`src/rtl/temperature_pkg.sv`:
```
// Shared constants and state encoding for the temperature serial link.
package temperature_pkg;

  localparam int TEMPERATURE_WIDTH       = 16;
  localparam int DEFAULT_SCL_HALF_PERIOD = 50;
  localparam int DEFAULT_GAP_CYCLES      = 64;

  typedef enum logic [1:0] {
    IDLE,
    LOW,
    HIGH,
    GAP
  } tx_state_t;

  function automatic int maxInt(input int a, input int b);
    return (a > b) ? a : b;
  endfunction

endpackage

```
`src/rtl/temperature_serial_tx_half_period_timer.sv`:
```
// Loadable down-counter; terminalCount is high while the count sits at zero.
module half_period_timer #(
  parameter int WIDTH = 6
) (
  input  logic             clk,
  input  logic             reset,
  input  logic             load,
  input  logic [WIDTH-1:0] loadValue,
  output logic             terminalCount
);

  logic [WIDTH-1:0] count;

  always_ff @(posedge clk or negedge reset) begin
    if (!reset) begin
      count <= '0;
    end else if (load) begin
      count <= loadValue;
    end else if (count != '0) begin
      count <= count - 1'b1;
    end
  end

  assign terminalCount = (count == '0);

endmodule

```
`src/rtl/temperature_serial_tx.sv`:
```
// MSB-first serialiser for temperature readings with a self-generated scl.
// Optional inter-frame gap enabled by defining TEMPERATURE_TX_GAP_EN.
module temperature_serial_tx #(
  parameter int TEMPERATURE_WIDTH = temperature_pkg::TEMPERATURE_WIDTH,
  parameter int SCL_HALF_PERIOD   = temperature_pkg::DEFAULT_SCL_HALF_PERIOD,
  parameter int GAP_CYCLES        = temperature_pkg::DEFAULT_GAP_CYCLES
) (
  input  logic                         clk,
  input  logic                         reset,
  input  logic [TEMPERATURE_WIDTH-1:0] temperature,
  input  logic                         temperatureValid,
  output logic                         temperatureReady,
  output logic                         scl,
  output logic                         sda,
  output logic                         busy,
  output logic                         frameDone
);
  import temperature_pkg::*;

  // Timer is shared between half periods and the gap, so size it for both.
  localparam int TIMER_W = $clog2(maxInt(SCL_HALF_PERIOD, GAP_CYCLES) + 1);
  localparam int BIT_W   = $clog2(TEMPERATURE_WIDTH);
  localparam logic [TIMER_W-1:0] HALF_LOAD = TIMER_W'(SCL_HALF_PERIOD - 1);
  localparam logic [BIT_W-1:0]   BIT_LAST  = BIT_W'(TEMPERATURE_WIDTH - 1);

  tx_state_t                    state, stateNext;
  logic [TEMPERATURE_WIDTH-1:0] shiftReg, shiftNext;
  logic [BIT_W-1:0]             bitIdx, bitNext;
  logic                         sclNext, sdaNext, doneNext;
  logic                         timerLoad, timerTc;
  logic [TIMER_W-1:0]           timerValue;

  half_period_timer #(.WIDTH(TIMER_W)) uTimer (
    .clk           (clk),
    .reset         (reset),
    .load          (timerLoad),
    .loadValue     (timerValue),
    .terminalCount (timerTc)
  );

  always_ff @(posedge clk or negedge reset) begin
    if (!reset) begin
      state            <= IDLE;
      shiftReg         <= '0;
      bitIdx           <= '0;
      scl              <= 1'b0;
      sda              <= 1'b0;
      frameDone        <= 1'b0;
      temperatureReady <= 1'b1;
      busy             <= 1'b0;
    end else begin
      state            <= stateNext;
      shiftReg         <= shiftNext;
      bitIdx           <= bitNext;
      scl              <= sclNext;
      sda              <= sdaNext;
      frameDone        <= doneNext;
      temperatureReady <= (stateNext == IDLE);
      busy             <= (stateNext != IDLE);
    end
  end

  always_comb begin
    stateNext  = state;
    shiftNext  = shiftReg;
    bitNext    = bitIdx;
    timerLoad  = 1'b0;
    timerValue = HALF_LOAD;
    sclNext    = 1'b0;
    sdaNext    = sda;
    doneNext   = 1'b0;
    case (state)
      IDLE: begin
        sdaNext = 1'b0;
        if (temperatureValid && temperatureReady) begin
          shiftNext = temperature;
          bitNext   = BIT_LAST;
          sdaNext   = temperature[TEMPERATURE_WIDTH-1];
          timerLoad = 1'b1;
          stateNext = LOW;
        end
      end
      LOW: begin
        if (timerTc) begin
          sclNext   = 1'b1;
          timerLoad = 1'b1;
          stateNext = HIGH;
        end
      end
      HIGH: begin
        sclNext = 1'b1;
        if (timerTc) begin
          sclNext = 1'b0;
          if (bitIdx == '0) begin
            sdaNext  = 1'b0;
            doneNext = 1'b1;
`ifdef TEMPERATURE_TX_GAP_EN
            timerLoad  = 1'b1;
            timerValue = TIMER_W'(GAP_CYCLES - 1);
            stateNext  = GAP;
`else
            stateNext = IDLE;
`endif
          end else begin
            // Next bit goes out on the same edge that drops scl.
            shiftNext = {shiftReg[TEMPERATURE_WIDTH-2:0], 1'b0};
            sdaNext   = shiftReg[TEMPERATURE_WIDTH-2];
            bitNext   = bitIdx - 1'b1;
            timerLoad = 1'b1;
            stateNext = LOW;
          end
        end
      end
`ifdef TEMPERATURE_TX_GAP_EN
      GAP: begin
        sdaNext = 1'b0;
        if (timerTc) begin
          stateNext = IDLE;
        end
      end
`endif
      default: begin
        sdaNext   = 1'b0;
        stateNext = IDLE;
      end
    endcase
  end

endmodule

```
`config.mk`:
```
export PLATFORM = sky130hd
export DESIGN_NAME = temperature_serial_tx
export DESIGN_NICKNAME = d
export VERILOG_FILES = /design/src/rtl/temperature_pkg.sv /design/src/rtl/temperature_serial_tx_half_period_timer.sv /design/src/rtl/temperature_serial_tx.sv
export SDC_FILE = /design/constraint.sdc
export NUM_CORES = 1
export LEC_CHECK = 0
export BUFFER_PORTS_ARGS = -buffer_cell sky130_fd_sc_hd__buf_2
export CORE_ASPECT_RATIO = 1.5
export CORE_MARGIN = 5
export CORE_UTILIZATION = 55
export DETAILED_ROUTE_END_ITERATION = 8
export GPL_ROUTABILITY_DRIVEN = 0
export PLACE_DENSITY_LB_ADDON = 0.12
export REMOVE_ABC_BUFFERS = 1
export SYNTH_ARGS = -nofsm -noshare
export SYNTH_HDL_FRONTEND = slang
export SYNTH_HIERARCHICAL = 1
export SYNTH_SLANG_ARGS = --single-unit
```
`constraint.sdc`:
```
create_clock -name clk -period 3.6 [get_ports clk]
set_input_delay 0.18 -clock clk [delete_from_list [all_inputs] [get_ports clk]]
set_output_delay 0.18 -clock clk [all_outputs]
set_load 0.1 [all_outputs]
```
==> results summary <==
The cell count after synthesis is 146. Entering global routing, the biggest net connects 34 pins. On the worst path, the slowest cell contributes a delay of between 0.7 and 0.8 ns. The clock slew at the register clock pins of the worst setup and hold paths is 0.07 ns. The initial antenna violation count came out at 0. The layout overhead on the synthesized area is 14.2%. The number of global-route vias before repair is ~1200. Based on the critical path, the design can be clocked at up to 388 MHz. The number of max-capacitance violations reported is 0. For flop-to-flop paths, the worst setup slack is ~1.0 ns. For this run, design rule violations remaining after detail routing come to 0. The number of setup buffers added after CTS is 0. The number of detailed-routing iterations run before antenna repair came out at 4.

The area of the mapped netlist came out at about 1800 um2. The insertion delay to the later sink of the worst-skew pair is 0.29 ns. The TritonCTS buffer count came out at 5. Dividing the detail-routed wire length by the instance count gives between 10 and 15 um.

The synthesized design contains 33 register bits. The share of the Yosys chip area taken by registers is 46.8%. The final hold violation count came out at 0. Power spread over the standard cell area amounts to between 700 and 800 nW/um2.

The critical path data arrival time is ~2.8 ns. The floorplan step defined a core boundary enclosing about 3100 um2. The full die area came out at roughly 4500 um2. In this run the most critical hold path is launched from temperature[0]. The via count came out at 1190. The CTS sink count is 33.

For the finished layout, the period the worst path requires is ~2.6 ns. The final design utilization is between 60 and 70%. The post-cts resize count is 0. Between clock sinks in the finished design, the worst skew comes to around 0.007 ns. The number of fill cells in the layout came out at roughly 260.

For this run, asynchronously set or reset flops after synthesis account for 100%. The dominant synthesized flop cell is sky130_fd_sc_hd__dfrtp_1. The overall overflow remaining after global route is 0. met2 is the most crowded layer. The critical path required time is ~3.8 ns.

The number of warnings reported in the yosys synthesis log came out at 6. Summed over all layers, the routed wires come to between 3000 and 4000 um. The worst-case hold slack came out at between 0.1 and 0.15 ns. The share of cells above drive strength 1 is 39.2%. The relative max-transition margin is a little under half.

Setup repair after global routing left no endpoint under its margin. The largest buffer count on any clock path is 2. The global-route wire length before repair is between 5000 and 6000 um.

The signal on the critical path passes through or4_4 > nor2_4 > a31o_1 > mux2_2. The met3 demand-to-capacity share in global routing is just over 5%. The global router's overall resource usage came out at roughly 15%.

The H-tree depth is 2. The met1 usage in global routing is between 10% and 20%. The cell depth of the worst flop-to-flop path came out at 4. The sum of negative setup slack came out at 0 ns. CTS placed an instance of sky130_fd_sc_hd__clkbuf_8 at the clock tree root. TritonCTS built the clock tree. The final total power came out at 1.53 mW. Once detail routing completed, the nets flagged for antenna violations numbered 0. The vias per cell is 5.51. The reported leakage power is between 0.9 and 1 nW. Counting flops with a built-in enable in the synthesized netlist gives 0. The element type at the critical path start is a flop. The initial core utilization came out at between 50% and 60%.

The worst-case IR drop observed on VDD is about 450 uV. The final count of pins violating max slew was 0. The count of distinct cell types in the synthesized netlist came out at 43. The endpoint class of the critical path is a flop. 0 antenna diodes ended up in the layout. The number of instances on the worst hold path is 3.

The worst setup path is of the reg -> reg kind. The met2 demand-to-capacity share in global routing is roughly 28%. The share of the clock period used by the worst path came out at a little under three quarters.

The tightest min-delay check is of the in -> reg type. The width of the chip is 56.3 um. For the pin with the worst max-slew slack, the measured transition is 0.815 ns.

The HPWL after detailed placement is ~2200 um. The worst register-to-register path begins at uTimer/count[3]. The run finished with clean final reports.

The mean area per synthesized cell came out at 12.1 um2. The I/O pin count came out at 24. The worst hold path terminates at shiftReg[0]. The number of buffers and inverters on the critical path came out at 0. Setup violations remaining at the end of the flow were counted as 0. By area the synthesized netlist is led by sky130_fd_sc_hd__dfrtp_1 45%, sky130_fd_sc_hd__mux2_2 13%, sky130_fd_sc_hd__mux2_4 6.8%. The number of nets in the layout came out at between 150 and 200. The design area came out at between 2000 and 2500 um2.

The fraction of post-synthesis cell area in the top cell type by area came out at 45.3%. The kind of cell with the highest combined delay along the critical path is simple AND/OR/NAND/NOR gates. After the first detailed-routing iteration, the DRC count stood at 29.

The biggest area contributor in the post-synthesis netlist is sky130_fd_sc_hd__dfrtp_1. The placed cell area came out at 1910 um2. The maximum fanout count along the critical path came out at 16. The height of the die came out at 79.4 um. The number of port buffers came out at 23.

The number of cell rows came out at 25. The capture point of the worst reg-to-reg path is shiftReg[13]. The largest individual stage delay along the critical path comes from the cell sky130_fd_sc_hd__a31o_1.
==> cell type report <==
class	count	area, um2	share of cell area (%)
well taps	40	50.0	2.48
flip-flops and latches	33	827	41.0
inverters	5	18.8	0.931
clock buffers	7	96.3	4.78
clock inverters	1	5.00	0.248
repair buffers	25	133	6.58
multi-input cells	105	887	44.0
==> worst min-delay path: cells and delay by family <==
kind,cells,cell delay (ns)
compound gates,1,0.07
buf+inv,1,0.08
simple gates,1,0.03
==> registers in the layout, summed over array words and instances, names as in the netlist <==
| name | cells |
|---|---|
| bitIdx | 4 |
| busy | 1 |
| frameDone | 1 |
| scl | 1 |
| sda | 1 |
| shiftReg | 15 |
| state | 2 |
| temperatureReady | 1 |
| uTimer/count | 7 |
==> synth_stat cells, types with 2 or more instances <==
library cell,instances
sky130_fd_sc_hd__nor3b_1,3
sky130_fd_sc_hd__inv_1,5
sky130_fd_sc_hd__mux2i_1,3
sky130_fd_sc_hd__dfrtp_1,32
sky130_fd_sc_hd__a21oi_1,3
sky130_fd_sc_hd__nor2b_1,7
sky130_fd_sc_hd__o31ai_1,5
sky130_fd_sc_hd__nand2_1,7
sky130_fd_sc_hd__or4_4,2
sky130_fd_sc_hd__nor2_1,3
sky130_fd_sc_hd__a21o_1,3
sky130_fd_sc_hd__conb_1,2
sky130_fd_sc_hd__mux2_2,20
sky130_fd_sc_hd__clkbuf_1,2
sky130_fd_sc_hd__xnor2_1,2
sky130_fd_sc_hd__o21ai_1,2
sky130_fd_sc_hd__nor3_1,3
sky130_fd_sc_hd__a31oi_1,3
sky130_fd_sc_hd__buf_2,3
sky130_fd_sc_hd__nand2b_1,3
sky130_fd_sc_hd__buf_6,2
sky130_fd_sc_hd__ha_1,3
sky130_fd_sc_hd__mux2_4,8
==> stage by stage <==
| stage | instances | worst slack, ns |
|---|---|---|
| 2_1_floorplan | 143 | 1.17 |
| 3_3_place_gp | 207 | 1.09 |
| 3_5_place_dp | 207 | 1.03 |
| 4_1_cts | 216 | 1.02 |
| 5_1_grt | 216 | 0.920 |
| 6_report | 216 | 1.02 |
==> worst max path at each step <==
| stage | startpoint | end | slack (ns) | cells past startpoint |
|---|---|---|---|---|
| after floorplan | state[0] | shiftReg[11] | 1.17 | 3 |
| after global placement | uTimer/count[3] | shiftReg[11] | 1.09 | 4 |
| after detailed placement | uTimer/count[3] | shiftReg[13] | 1.03 | 4 |
| after CTS | uTimer/count[3] | shiftReg[13] | 1.02 | 4 |
| after global routing | uTimer/count[3] | shiftReg[12] | 0.92 | 4 |
| final | uTimer/count[3] | shiftReg[13] | 1.02 | 4 |
==> what timing repair did <==
item | in CTS | in global routing
endpoints found under the setup margin | 0 | 0
hold buffers | 1 | 0
hold endpoints to repair | 32 | 0
==> cell families (layout without fill, tap and decap cells) <==
| kind of cell | after synthesis | after routing | share of synthesized area [%] |
|---|---|---|---|
| xor gates and xnor gates | 2 | 2 | 0.992 |
| and+or+nand+nor | 35 | 35 | 13.0 |
| buffers and inverters | 13 | 38 | 4.04 |
| DFF | 33 | 33 | 46.8 |
| AOI/OAI and AO/OA | 27 | 27 | 11.4 |
| adders and majority gates | 3 | 3 | 2.12 |
| other | 2 | 7 | 0.425 |
| muxes | 31 | 31 | 21.2 |
==> layer usage <==
layer  part of all wire, %  up-vias
li1                      -      579
met1                    42      586
met4                  0.99        0
met5                     0        -
met3                   4.8        6
met2                    53       19
==> cells in the final DEF, fill, tap and decap left out, types with 2 or more instances in the layout <==
cell type / count
sky130_fd_sc_hd__nor3b_1: 3
sky130_fd_sc_hd__a21o_1: 3
sky130_fd_sc_hd__dfrtp_1: 32
sky130_fd_sc_hd__nand2b_1: 3
sky130_fd_sc_hd__o21ai_1: 2
sky130_fd_sc_hd__xnor2_1: 2
sky130_fd_sc_hd__inv_1: 5
sky130_fd_sc_hd__clkbuf_8: 7
sky130_fd_sc_hd__nor2_1: 3
sky130_fd_sc_hd__o31ai_1: 5
sky130_fd_sc_hd__conb_1: 7
sky130_fd_sc_hd__buf_2: 23
sky130_fd_sc_hd__nor2b_1: 7
sky130_fd_sc_hd__mux2_4: 8
sky130_fd_sc_hd__ha_1: 3
sky130_fd_sc_hd__a31oi_1: 3
sky130_fd_sc_hd__a21oi_1: 3
sky130_fd_sc_hd__mux2i_1: 3
sky130_fd_sc_hd__nand2_1: 7
sky130_fd_sc_hd__nor3_1: 3
sky130_fd_sc_hd__or4_4: 2
sky130_fd_sc_hd__mux2_2: 20
==> power breakdown <==
part / internal (mW) / switching [mW] / total (mW)
sequential: 0.530 / 0.121 / 0.651
combinational: 0.264 / 0.301 / 0.565
clock: 0.173 / 0.136 / 0.309
Note: power is estimated with default switching activity, not from simulation.
